$ cat config.mk
export PLATFORM = sky130hd
export DESIGN_NAME = row_matmul_arbiter
export DESIGN_NICKNAME = d
export VERILOG_FILES = /design/src/rtl/row_matmul_arbiter.sv
export SDC_FILE = /design/constraint.sdc
export NUM_CORES = 1
export LEC_CHECK = 0
export ABC_CLOCK_PERIOD_IN_PS = 3010
export CAP_MARGIN = 20
export CORE_AREA = 2 2 330 332
export DETAILED_ROUTE_END_ITERATION = 8
export DIE_AREA = 0 0 332 334
export GPL_ROUTABILITY_DRIVEN = 0
export MAX_ROUTING_LAYER = met4
export PLACE_DENSITY = 0.44
export SLEW_MARGIN = 40
export SYNTH_ARGS = -nofsm -noshare
export SYNTH_HDL_FRONTEND = slang
export SYNTH_SLANG_ARGS = --single-unit
$ cat constraint.sdc
create_clock -name clk -period 3.01 [get_ports clk]
set_input_delay 0.602 -clock clk [delete_from_list [all_inputs] [get_ports clk]]
set_output_delay 0.602 -clock clk [all_outputs]
set_load 0.01 [all_outputs]
$ cat src/rtl/row_matmul_arbiter.sv
`default_nettype none
// ============================================================================
// Module   : row_matmul_arbiter
// Brief    : Round-robin sharing of one row-by-matrix multiplier between
//            NUM_REQ requesters, with an ID tag pipeline matching its latency.
// Revision : 1.0
// ============================================================================
module row_matmul_arbiter #(
    parameter int W          = 16,
    parameter int IN_D       = 4,
    parameter int OUT_D      = 8,
    parameter int NUM_REQ    = 4,
    parameter int MM_LATENCY = 3,
    parameter int ID_W       = (NUM_REQ > 1) ? $clog2(NUM_REQ) : 1
) (
    input  logic                        clk,
    input  logic                        rst,
    input  logic [NUM_REQ-1:0]          req_v,
    input  logic [NUM_REQ*IN_D*W-1:0]   req_data,
    output logic [NUM_REQ-1:0]          req_ready,
    output logic [IN_D*W-1:0]           mm_packed_a,
    input  logic [2*OUT_D*W-1:0]        mm_packed_out,
    input  logic                        mm_out_v,
    output logic                        res_v,
    output logic [ID_W-1:0]             res_id,
    output logic [2*OUT_D*W-1:0]        res_data,
    output logic                        busy,
    output logic                        err_latency
);

    localparam int c_ROW_W = IN_D * W;

    logic [ID_W-1:0]       r_rr_ptr;
    logic [MM_LATENCY:0]   r_tag_v;
    logic [ID_W-1:0]       r_tag_id [0:MM_LATENCY];

    logic                  w_hi_v;
    logic [ID_W-1:0]       w_hi_id;
    logic                  w_lo_v;
    logic [ID_W-1:0]       w_lo_id;
    logic                  w_grant_v;
    logic [ID_W-1:0]       w_grant_id;
    logic [ID_W-1:0]       w_next_ptr;
    logic [c_ROW_W-1:0]    w_row;
    logic                  w_retire_ok;
    logic                  w_retire_bad;

    // Two priority scans: first requester at or above the pointer wins,
    // otherwise wrap around to the lowest requester.
    always_comb begin
        w_hi_v  = 1'b0;
        w_hi_id = '0;
        w_lo_v  = 1'b0;
        w_lo_id = '0;
        for (int i = 0; i < NUM_REQ; i++) begin
            if (!w_hi_v && req_v[i] && (i >= int'(r_rr_ptr))) begin
                w_hi_v  = 1'b1;
                w_hi_id = ID_W'(i);
            end
            if (!w_lo_v && req_v[i]) begin
                w_lo_v  = 1'b1;
                w_lo_id = ID_W'(i);
            end
        end
        w_grant_v  = w_hi_v | w_lo_v;
        w_grant_id = w_hi_v ? w_hi_id : w_lo_id;
        w_next_ptr = (w_grant_id == ID_W'(NUM_REQ - 1)) ? '0 : w_grant_id + 1'b1;
    end

    always_comb begin
        req_ready = '0;
        w_row     = '0;
        for (int i = 0; i < NUM_REQ; i++) begin
            if (w_grant_v && (w_grant_id == ID_W'(i))) begin
                req_ready[i] = 1'b1;
                w_row        = req_data[i*c_ROW_W +: c_ROW_W];
            end
        end
    end

    assign w_retire_ok  = r_tag_v[MM_LATENCY] &  mm_out_v;
    assign w_retire_bad = r_tag_v[MM_LATENCY] & ~mm_out_v;
    assign busy         = |r_tag_v;

    // Stage 0 travels with mm_packed_a; stage MM_LATENCY lines up with mm_packed_out.
    always_ff @(posedge clk) begin
        if (rst) begin
            r_rr_ptr    <= '0;
            mm_packed_a <= '0;
            r_tag_v     <= '0;
            for (int k = 0; k <= MM_LATENCY; k++) begin
                r_tag_id[k] <= '0;
            end
            res_v       <= 1'b0;
            res_id      <= '0;
            res_data    <= '0;
            err_latency <= 1'b0;
        end else begin
            if (w_grant_v) begin
                r_rr_ptr <= w_next_ptr;
            end
            mm_packed_a <= w_row;
            r_tag_v     <= {r_tag_v[MM_LATENCY-1:0], w_grant_v};
            r_tag_id[0] <= w_grant_id;
            for (int k = 1; k <= MM_LATENCY; k++) begin
                r_tag_id[k] <= r_tag_id[k-1];
            end
            res_v <= w_retire_ok;
            if (w_retire_ok) begin
                res_id   <= r_tag_id[MM_LATENCY];
                res_data <= mm_packed_out;
            end
            if (w_retire_bad) begin
                err_latency <= 1'b1;
            end
        end
    end

endmodule
`default_nettype wire

==> impl_metrics.tcl, run 1 <==
set metrics [dict create \
    reg2reg_slack_ns 0.55 \
    clkTransAtPathRegs_ns 0.06 \
    syn2layout_area_growth_pct 92.9 \
    grt.met3_usage_pct 5.25 \
    filler_cell_count 11864 \
    cts.sinks 338 \
    grt-busiest-layer "met2" \
    run_status "finished clean" \
    synth.yosys.warnings 0 \
    synthDistinctLibCells 29 \
    floorplan.initialDensity_pct 12.0 \
    timing.clock.skew_ns 0.0304 \
    synth-seq-cells 338 \
    fraction_of_final_layout_cells_with_drive_strength_greater_than_1_pct 9.27 \
    placed_cells_incl_taps 3672 \
    reg2reg_depth 9 \
    vias_in_the_first_global_route 14197 \
    drt_pre_antenna_iters 5 \
    worst-setup-path-type "in -> out" \
    critPathCaptureType "output port" \
    syn-instance-count 1491 \
    design.final.nets 2829 \
    cts_made_buffers 46 \
    timing.rr.end "mm_packed_a[51]$_SDFF_PP0_" \
    ctsLongestPathBuffers 3 \
    fmaxAchievable_ghz 0.342 \
    initialDrtViolationCount 644 \
    hold_path_depth 2 \
    clock_tree.root_cell "sky130_fd_sc_hd__clkbuf_16" \
    area_occupied_by_multi_input_gates_um2 5550 \
    tritoncts_clock_tree "built" \
    min_to "res_data[0]$_SDFFE_PP0P_" \
    ctsHoldBuffers 0 \
    max-vdd-ir-drop_mv 0.299 \
    floorplan.io_pins 848 \
    worst-endpoint-arrival_ns 2.32 \
    final-seq-area_um2 6770 \
    power.density_nw_per_um2 547 \
    grt_first_pass_wirelength_mm 103 \
    dieArea_um2 111000 \
    tightestPinTransition_ns 0.849 \
    route.antenna.remaining_nets 0 \
    globalRouteMet2Util_pct 20.3 \
    drt-vias-per-instance 3.69 \
    wirelength_mm 73.8 \
    final_common_cell "sky130_fd_sc_hd__clkdlybuf4s50_1" \
    cell_area_after_synthesis_um2 12900 \
    critical_path.startpoint_type "primary input" \
    placement_rows 121 \
    die-width_um 332 \
    crit_required_ns 2.41 \
    cts.htree.levels 2 \
    routedWlPerCell_um 19.5 \
    portBuffers 847 \
    layout_min_cycle_time_ns 2.93 \
    finalWorstSetupSlack_ns 0.0840 \
    detailedPlace.worstSlack_ns -0.367 \
    grtUsageTotal_pct 13.0 \
    worstHoldPathType "in -> reg" \
    timing.final.max_slew_violations 0 \
    setup_viol 0 \
    met1_usage_pct 14.9 \
    yosysSeqAreaShare_pct 52.5 \
    worstReg2RegStart "r_rr_ptr[0]$_SDFFE_PP0P_" \
    fp.dieH_um 334 \
    grt.overflow.total 0 \
    slew_limit_headroom_pct 43.4 \
    power.leakage_nw 8.64 \
    max-cap-violations 0 \
    place_hpwl_mm 57.5 \
    insertion_delay_to_the_later_sink_of_the_worst_skew_pair_ns 0.62 \
    grt_antenna_before_repair 32 \
    pin_count_of_the_biggest_net_entering_global_routing 92 \
    path_max_fanout 3 \
    detail_route.drc_violations 0 \
    core_region_area_um2 108000 \
    min-delay-start "rst" \
    final_cell_mix "840 x sky130_fd_sc_hd__clkdlybuf4s50_1, 518 x sky130_fd_sc_hd__nand2_1, 338 x sky130_fd_sc_hd__dfxtp_1" \
    rsz_0062_raised_after_global_routing "no" \
    avgSynthCellArea_um2 8.65 \
    holdWs_ns 0.367 \
    final-instance-count-excl-fill 3783 \
    vias 13965 \
    synth_nets 2014 \
    final_hold_viol_count 0 \
    layout_worst_path_cycle_share_pct 97.2 \
]
-- stage by stage --
stage	TNS, ns	area [um2]	util [%]	total power [W]
after floorplan	0	12900	-	0.00612
after global placement	-19.24	23100	21.5	0.00780
after detailed placement	-20.07	23100	21.5	0.00779
after CTS	0	24800	23.0	0.0139
after global routing	0	24900	23.1	0.0142
final	0	24900	23.1	0.0136
-- logic make-up after synthesis --
family / share of synthesized area (%)
simple gates: 20.9
compound gates: 21.2
flops: 52.5
buf+inv: 5.09
fa+ha+maj: 0.388
-- cell type report --
| cell class | instances | share of cell area, % |
|---|---|---|
| timing repair buffer | 903 | 36.5 |
| sequential | 338 | 27.2 |
| multi-input combinational | 1013 | 22.3 |
| tap | 1414 | 7.11 |
| clock buffer | 65 | 5.48 |
| clock inverter | 19 | 1.09 |
| antenna | 27 | 0.272 |
| inverter | 4 | 0.0604 |
-- sequential cells by signal (all words and copies together) (netlist names) --
register,flops
mm_packed_a,64
r_tag_id,8
r_tag_v,4
r_rr_ptr,2
res_id,2
res_v,1
err_latency,1
res_data,256
-- where the power goes --
group	total, W	switching, W	internal (W)	leakage, nW
sequential	0.00484	0.000108	0.00473	2.74
clock	0.00592	0.00232	0.00360	0.799
combinational	0.00284	0.00119	0.00166	5.09
-- routing by layer --
metal	up-vias	routed length (um)
met2	600	34600
met5	-	0
met3	97	6470
met1	6464	30700
li1	6804	-
met4	0	2020
-- worst max-delay path by stage --
stage | start | endpoint | slack (ns) | depth (start not counted)
after floorplan | req_v[0] | req_ready[2] | 0.31 | 7
after global placement | req_v[0] | req_ready[1] | -0.37 | 8
after detailed placement | req_v[0] | req_ready[1] | -0.37 | 8
after CTS | req_v[2] | req_ready[0] | 0.004 | 7
after global routing | req_v[2] | req_ready[0] | 0.02 | 7
final | req_v[2] | req_ready[0] | 0.08 | 7
-- timing repair --
item | 4_1_cts | 5_1_grt
setup buffers | 0 | 0
endpoints found under the setup margin | 4 | 4
pin swaps | 4 | 3
gates resized for setup | 11 | 6
hold endpoints to repair | 0 | 0
-- synth_stat cells, drive strengths merged --
master    n  area, um2
a21o      1       7.51
nor3b     1       7.51
nand2b    1       6.26
or3       1       6.26
buf      42        289
o21a      2       15.0
and2      4       25.0
a221o    64        641
nor4      2       12.5
a21oi   262       1310
clkbuf   94        353
o311a     1       10.0
o31a      2       17.5
inv       4       15.0
o31ai     1       7.51
dfxtp   338       6770
nor2b    11       68.8
or2b      1       7.51
nor3      1       5.00
and3b    64        561
nor2      4       15.0
o221a    64        721
nand2   520       1960
ha        4       50.1
or4       2       18.8
-- worst max-delay path, stage by stage --
cell                              delay (ns)
sky130_fd_sc_hd__clkdlybuf4s50_1        0.41
sky130_fd_sc_hd__nor2b_1                0.15
sky130_fd_sc_hd__o21a_1                 0.22
sky130_fd_sc_hd__or3_4                  0.36
sky130_fd_sc_hd__ha_2                   0.20
sky130_fd_sc_hd__and2_1                 0.15
sky130_fd_sc_hd__clkdlybuf4s15_1        0.23
(Power assumes the default switching activity.)
==> inputs of run 2 (changes only) <==
Settings changed: ABC_CLOCK_PERIOD_IN_PS 3010 to 3200.
Clock period 3.01 ns to 3.2 ns, I/O delays scaled along.
==> run 2 against run 1 <==
Power decreased by 7.8%. Count of clock-buffer cells in the layout shrank 1. Cell count is the same. Clock skew decreased by 0.0020 ns. Flip-flop and latch count stayed put. Wire length up 0.37%. First-iteration DRC count shrank 8.2%. Design area is 0.33% lower. Die area is the same. Global-route usage increased by 0.051 points. Utilization decreased by 0.077 points. Critical path type unchanged. Critical endpoint unchanged. Largest power group unchanged.
==> impl_metrics.tcl, run 2 (synthesized netlist as in run 1, its figures left out) <==
set metrics [dict create \
    run_status "finished clean" \
    drt_pre_antenna_iters 5 \
    core_region_area_um2 108000 \
    vias_in_the_first_global_route 14294 \
    finalPower_w 0.0125 \
    final_common_cell "sky130_fd_sc_hd__clkdlybuf4s50_1" \
    design.final.nets 2829 \
    met3_wirelength_mm 6.56 \
    fraction_of_final_layout_cells_with_drive_strength_greater_than_1_pct 8.72 \
    routed.top_layer "met4" \
    power.leakage_nw 8.59 \
    route.met2.wl_mm 35.0 \
    pin_count_of_the_biggest_net_entering_global_routing 91 \
    min_to "res_id[0]$_SDFFE_PP0P_" \
    worstHoldPathType "reg -> reg" \
    final_cell_mix "842 x sky130_fd_sc_hd__clkdlybuf4s50_1, 518 x sky130_fd_sc_hd__nand2_1, 338 x sky130_fd_sc_hd__dfxtp_1" \
    slew_limit_headroom_pct 43.9 \
    reg2reg_slack_ns 0.54 \
    cts.htree.levels 2 \
    crit_path_cell_trace "clkdlybuf4s50_1 -> nor2b_1 -> o21a_1 -> or3_4 -> ha_1 -> and2_1 -> dlygate4sd2_1" \
    cts_made_buffers 45 \
    fmaxAchievable_ghz 0.320 \
    worst-endpoint-arrival_ns 2.48 \
    timing.setup.tns_ns 0 \
    tightestPinTransition_ns 0.842 \
    syn2layout_area_growth_pct 92.2 \
    layout_worst_path_cycle_share_pct 97.7 \
    critical_path.slowest_cell "sky130_fd_sc_hd__clkdlybuf4s50_1" \
    dieArea_um2 111000 \
    crit_path_start "req_v[0]" \
    path_max_fanout 3 \
    largest_reg_flops 256 \
    initialDrtViolationCount 591 \
    tritoncts_clock_tree "built" \
    fp.dieH_um 334 \
    detail_route.drc_violations 0 \
    timing.clock.skew_ns 0.0283 \
    drt-vias-per-instance 3.69 \
    p_switching_w 0.00333 \
    insertion_delay_to_the_later_sink_of_the_worst_skew_pair_ns 0.61 \
    power.density_nw_per_um2 506 \
    grt_antenna_before_repair 39 \
    share_seq_of_total_power_pct 36.3 \
    floorplan.io_pins 848 \
    worst-setup-path-type "in -> out" \
    top_regs "res_data x256, mm_packed_a x64, r_tag_id x8" \
    routedWlPerCell_um 19.6 \
    final_core_util_pct 23.0 \
    min-delay-start "r_tag_id[3][0]$_SDFF_PP0_" \
    cts.sinks 338 \
    drt_met1_wl_mm 30.4 \
    vias 13978 \
    hold_path_depth 2 \
    max-cap-violations 0 \
    reg2reg_depth 11 \
    timing.rr.end "mm_packed_a[52]$_SDFF_PP0_" \
    floorplan.initialDensity_pct 12.0 \
    place_hpwl_mm 57.9 \
    die-width_um 332 \
    route.antenna.remaining_nets 0 \
    internal_power_w 0.00921 \
    power.clock.fraction_pct 42.3 \
    setup_viol 0 \
    timing.final.max_slew_violations 0 \
    holdWs_ns 0.433 \
    switching_share_of_power_pct 26.6 \
    power_frac_comb_pct 21.4 \
    crit_required_ns 2.56 \
    max-vdd-ir-drop_mv 0.327 \
    critical_path.startpoint_type "primary input" \
    final_hold_viol_count 0 \
    wirelength_mm 74.1 \
    max_flop_register "res_data" \
    detailedPlace.worstSlack_ns -0.218 \
    grtUsageTotal_pct 13.1 \
    placement_rows 121 \
    clock_tree.root_cell "sky130_fd_sc_hd__clkbuf_16" \
    ctsLongestPathBuffers 3 \
    portBuffers 847 \
    grt_first_pass_wirelength_mm 103 \
    rsz_0062_raised_after_global_routing "no" \
    finalWorstSetupSlack_ns 0.0751 \
    clkTransAtPathRegs_ns 0.06 \
    grt.overflow.total 0 \
    worstReg2RegStart "r_rr_ptr[0]$_SDFFE_PP0P_" \
    crit_path_max_incr_delay_ns 0.45 \
    critPathCaptureType "output port" \
    layout_min_cycle_time_ns 3.12 \
]
## run 2: changes by cell type in the layout (fill, tap and decap cells not counted), moves of 2 or more
cell	change
sky130_fd_sc_hd__clkdlybuf4s50_1	+2
sky130_fd_sc_hd__clkinvlp_4	-2
sky130_fd_sc_hd__clkbuf_8	-6
sky130_fd_sc_hd__clkbuf_1	+6
sky130_fd_sc_hd__dlygate4sd2_1	+2
sky130_fd_sc_hd__clkdlybuf4s15_1	-2
sky130_fd_sc_hd__diode_2	+3
## run 2: cell type report
type | instances | area [um2]
Clock inverter | 16 | 262
Clock buffer | 64 | 1280
Sequential cell | 338 | 6770
Fill cell | 11852 | 83000
Timing Repair Buffer | 904 | 9090
Multi-Input combinational cell | 1013 | 5530
Tap cell | 1414 | 1770
Inverter | 4 | 15.0
Antenna cell | 30 | 75.1
## run 2: worst max-delay path by stage
stage                                      end  slack (ns)  cells after the start
floorplan                         req_ready[2]        0.42                      7
global placement    mm_packed_a[45]$_SDFF_PP0_       -0.24                     11
detailed placement  mm_packed_a[49]$_SDFF_PP0_       -0.22                     11
CTS                               req_ready[0]        0.06                      7
global route                      req_ready[0]       0.009                      7
finish                            req_ready[0]        0.08                      7
## run 2: critical path, delay by kind of cell
kind            cells  cell delay [ns]
compound gates      1             0.20
fa+ha+maj           1             0.22
buf+inv             2             0.73
simple gates        3             0.70
## run 2: metal layers
layer | GRT usage (%) | vias to the layer above
met5 | - | -
met4 | 5.15 | 0
met3 | 5.02 | 91
li1 | - | 6816
met2 | 20.7 | 577
met1 | 14.8 | 6494
## run 2: power groups by stage
stage               combinational (W)  clock, W  sequential [W]
CTS                           0.00270   0.00554         0.00456
global route                  0.00286   0.00568         0.00457
global placement              0.00268         0         0.00465
detailed placement            0.00269         0         0.00464
finish                        0.00268   0.00531         0.00455
floorplan                     0.00104         0         0.00472
## run 2: repair_timing
item / 4_1_cts / 5_1_grt
gates resized for setup: 8 / 0
buffers inserted: 1 / 0
setup endpoints to repair: 4 / 0
hold buffers: 0 / 0
## run 2: through the flow
step / cells / area [um2]
3_3_place_gp: 3671 / 23100
5_1_grt: 3782 / 24800
4_1_cts: 3752 / 24700
3_5_place_dp: 3671 / 23100
6_report: 3783 / 24800
2_1_floorplan: 1491 / 12900
==> inputs of run 3 (changes only) <==
==> constraint.sdc (replaced) <==
create_clock -name clk -period 3.2 [get_ports clk]
set_input_delay 0.48 -clock clk [delete_from_list [all_inputs] [get_ports clk]]
set_output_delay 0.48 -clock clk [all_outputs]
set_load 0.01 [all_outputs]
==> run 3 against run 2 <==
Clock skew down 0.0089 ns. Utilization down 0.13 points. Worst hold slack worse by 0.16 ns. Critical path type unchanged. Largest cell class unchanged.
==> impl_metrics.tcl, run 3 (synthesized netlist as in run 1, its figures left out) <==
set metrics [dict create \
    run_status "finished clean" \
    placed_cells_incl_taps 3664 \
    pin_count_of_the_biggest_net_entering_global_routing 113 \
    clkTransAtPathRegs_ns 0.06 \
    routedWlPerCell_um 19.6 \
    max-vdd-ir-drop_mv 0.287 \
    critPathCaptureType "output port" \
    power.density_nw_per_um2 504 \
    final_cell_mix "846 x sky130_fd_sc_hd__clkdlybuf4s50_1, 518 x sky130_fd_sc_hd__nand2_1, 338 x sky130_fd_sc_hd__dfxtp_1" \
    min-delay-start "rst" \
    final-instance-count-excl-fill 3771 \
    insertion_delay_to_the_later_sink_of_the_worst_skew_pair_ns 0.61 \
    wirelength_mm 73.9 \
    floorplan.initialDensity_pct 12.0 \
    final_hold_viol_count 0 \
    floorplan.io_pins 848 \
    crit_path_start "req_v[0]" \
    layout_worst_path_cycle_share_pct 95.7 \
    final_common_cell "sky130_fd_sc_hd__clkdlybuf4s50_1" \
    placement_rows 121 \
    ctsResizeCount 0 \
    place_hpwl_mm 57.6 \
    portBuffers 847 \
    grt_antenna_before_repair 35 \
    critical_path.startpoint_type "primary input" \
    grt.overflow.total 0 \
    filler_cell_count 11883 \
    ctsHoldBuffers 0 \
    worstReg2RegStart "r_rr_ptr[0]$_SDFFE_PP0P_" \
    tightestPinTransition_ns 0.848 \
    route.antenna.remaining_nets 0 \
    top_regs "res_data x256, mm_packed_a x64, r_tag_id x8" \
    path_max_fanout 5 \
    setup_viol 0 \
    timing.clock.skew_ns 0.0194 \
    design.final.nets 2820 \
    grtUsageTotal_pct 13.1 \
    drt-vias-per-instance 3.72 \
    worst-setup-path-type "in -> out" \
    cts_made_buffers 45 \
    finalPower_w 0.0124 \
    finalWorstSetupSlack_ns 0.139 \
    max_flop_register "res_data" \
    core_region_area_um2 108000 \
    crit_required_ns 2.72 \
    holdWs_ns 0.273 \
    drt_pre_antenna_iters 5 \
    worstHoldPathType "in -> reg" \
    fraction_of_final_layout_cells_with_drive_strength_greater_than_1_pct 8.11 \
    vias 14017 \
    detail_route.drc_violations 0 \
    detailedPlace.worstSlack_ns -0.00341 \
    fmaxAchievable_ghz 0.327 \
    timing.final.max_slew_violations 0 \
    grt_first_pass_wirelength_mm 102 \
    die-width_um 332 \
    slew_limit_headroom_pct 43.5 \
    largest_reg_flops 256 \
    layout_min_cycle_time_ns 3.06 \
    final_core_util_pct 22.9 \
    power.leakage_nw 8.50 \
    syn2layout_area_growth_pct 91.1 \
    cts.htree.levels 2 \
    dieArea_um2 111000 \
    max-cap-violations 0 \
    initialDrtViolationCount 588 \
    cts.sinks 338 \
    rsz_0062_raised_after_global_routing "no" \
    ctsLongestPathBuffers 3 \
    vias_in_the_first_global_route 13961 \
    post-cts-setup-buffers 0 \
    fp.dieH_um 334 \
    worst-endpoint-arrival_ns 2.58 \
    tritoncts_clock_tree "built" \
    clock_tree.root_cell "sky130_fd_sc_hd__clkbuf_16" \
]
run 3: path summary, 6_finish.rpt:
path                                      to  slack (ns)  depth (start not counted)
setup / recovery                req_ready[0]        0.14                          7
hold reg to reg    r_tag_id[2][1]$_SDFF_PP0_        0.43                          1
setup reg to reg  mm_packed_a[47]$_SDFF_PP0_        0.72                          9
hold / removal     res_data[15]$_SDFFE_PP0P_        0.27                          2
run 3: report_power, final:
group,switching [W],total [W],internal (W)
Sequential,0.0000987,0.00455,0.00445
Combinational,0.00111,0.00268,0.00157
Clock,0.00214,0.00520,0.00306
run 3: cell type report:
| class | count | area, um2 | share of cell area, % |
|---|---|---|---|
| clock inverter | 16 | 230 | 0.934 |
| antenna | 27 | 67.6 | 0.274 |
| tap | 1414 | 1770 | 7.18 |
| timing repair buffer | 895 | 9030 | 36.6 |
| inverter | 4 | 15.0 | 0.0609 |
| multi-input combinational | 1013 | 5520 | 22.4 |
| sequential | 338 | 6770 | 27.5 |
| clock buffer | 64 | 1250 | 5.06 |
run 3: metal layers:
layer	global-route usage (%)	routed length, um	share of wire [%]
met5	-	0	0
met1	14.8	30700	42
met4	4.29	1760	2.4
met3	5.09	6540	8.9
met2	21.0	34900	47
run 3: worst max-delay path, stage by stage:
cell                              delay, ns
sky130_fd_sc_hd__clkdlybuf4s50_1       0.47
sky130_fd_sc_hd__nor2b_1               0.16
sky130_fd_sc_hd__o21a_1                0.22
sky130_fd_sc_hd__or3_4                 0.40
sky130_fd_sc_hd__ha_1                  0.22
sky130_fd_sc_hd__and2_1                0.15
sky130_fd_sc_hd__clkdlybuf4s50_1       0.48
run 3: metrics by stage:
stage / TNS (ns) / cell area (um2)
final: 0 / 24600
after global routing: 0 / 24600
after detailed placement: -0.00645 / 23100
after CTS: 0 / 24600
after global placement: 0 / 23100
after floorplan: 0 / 12900
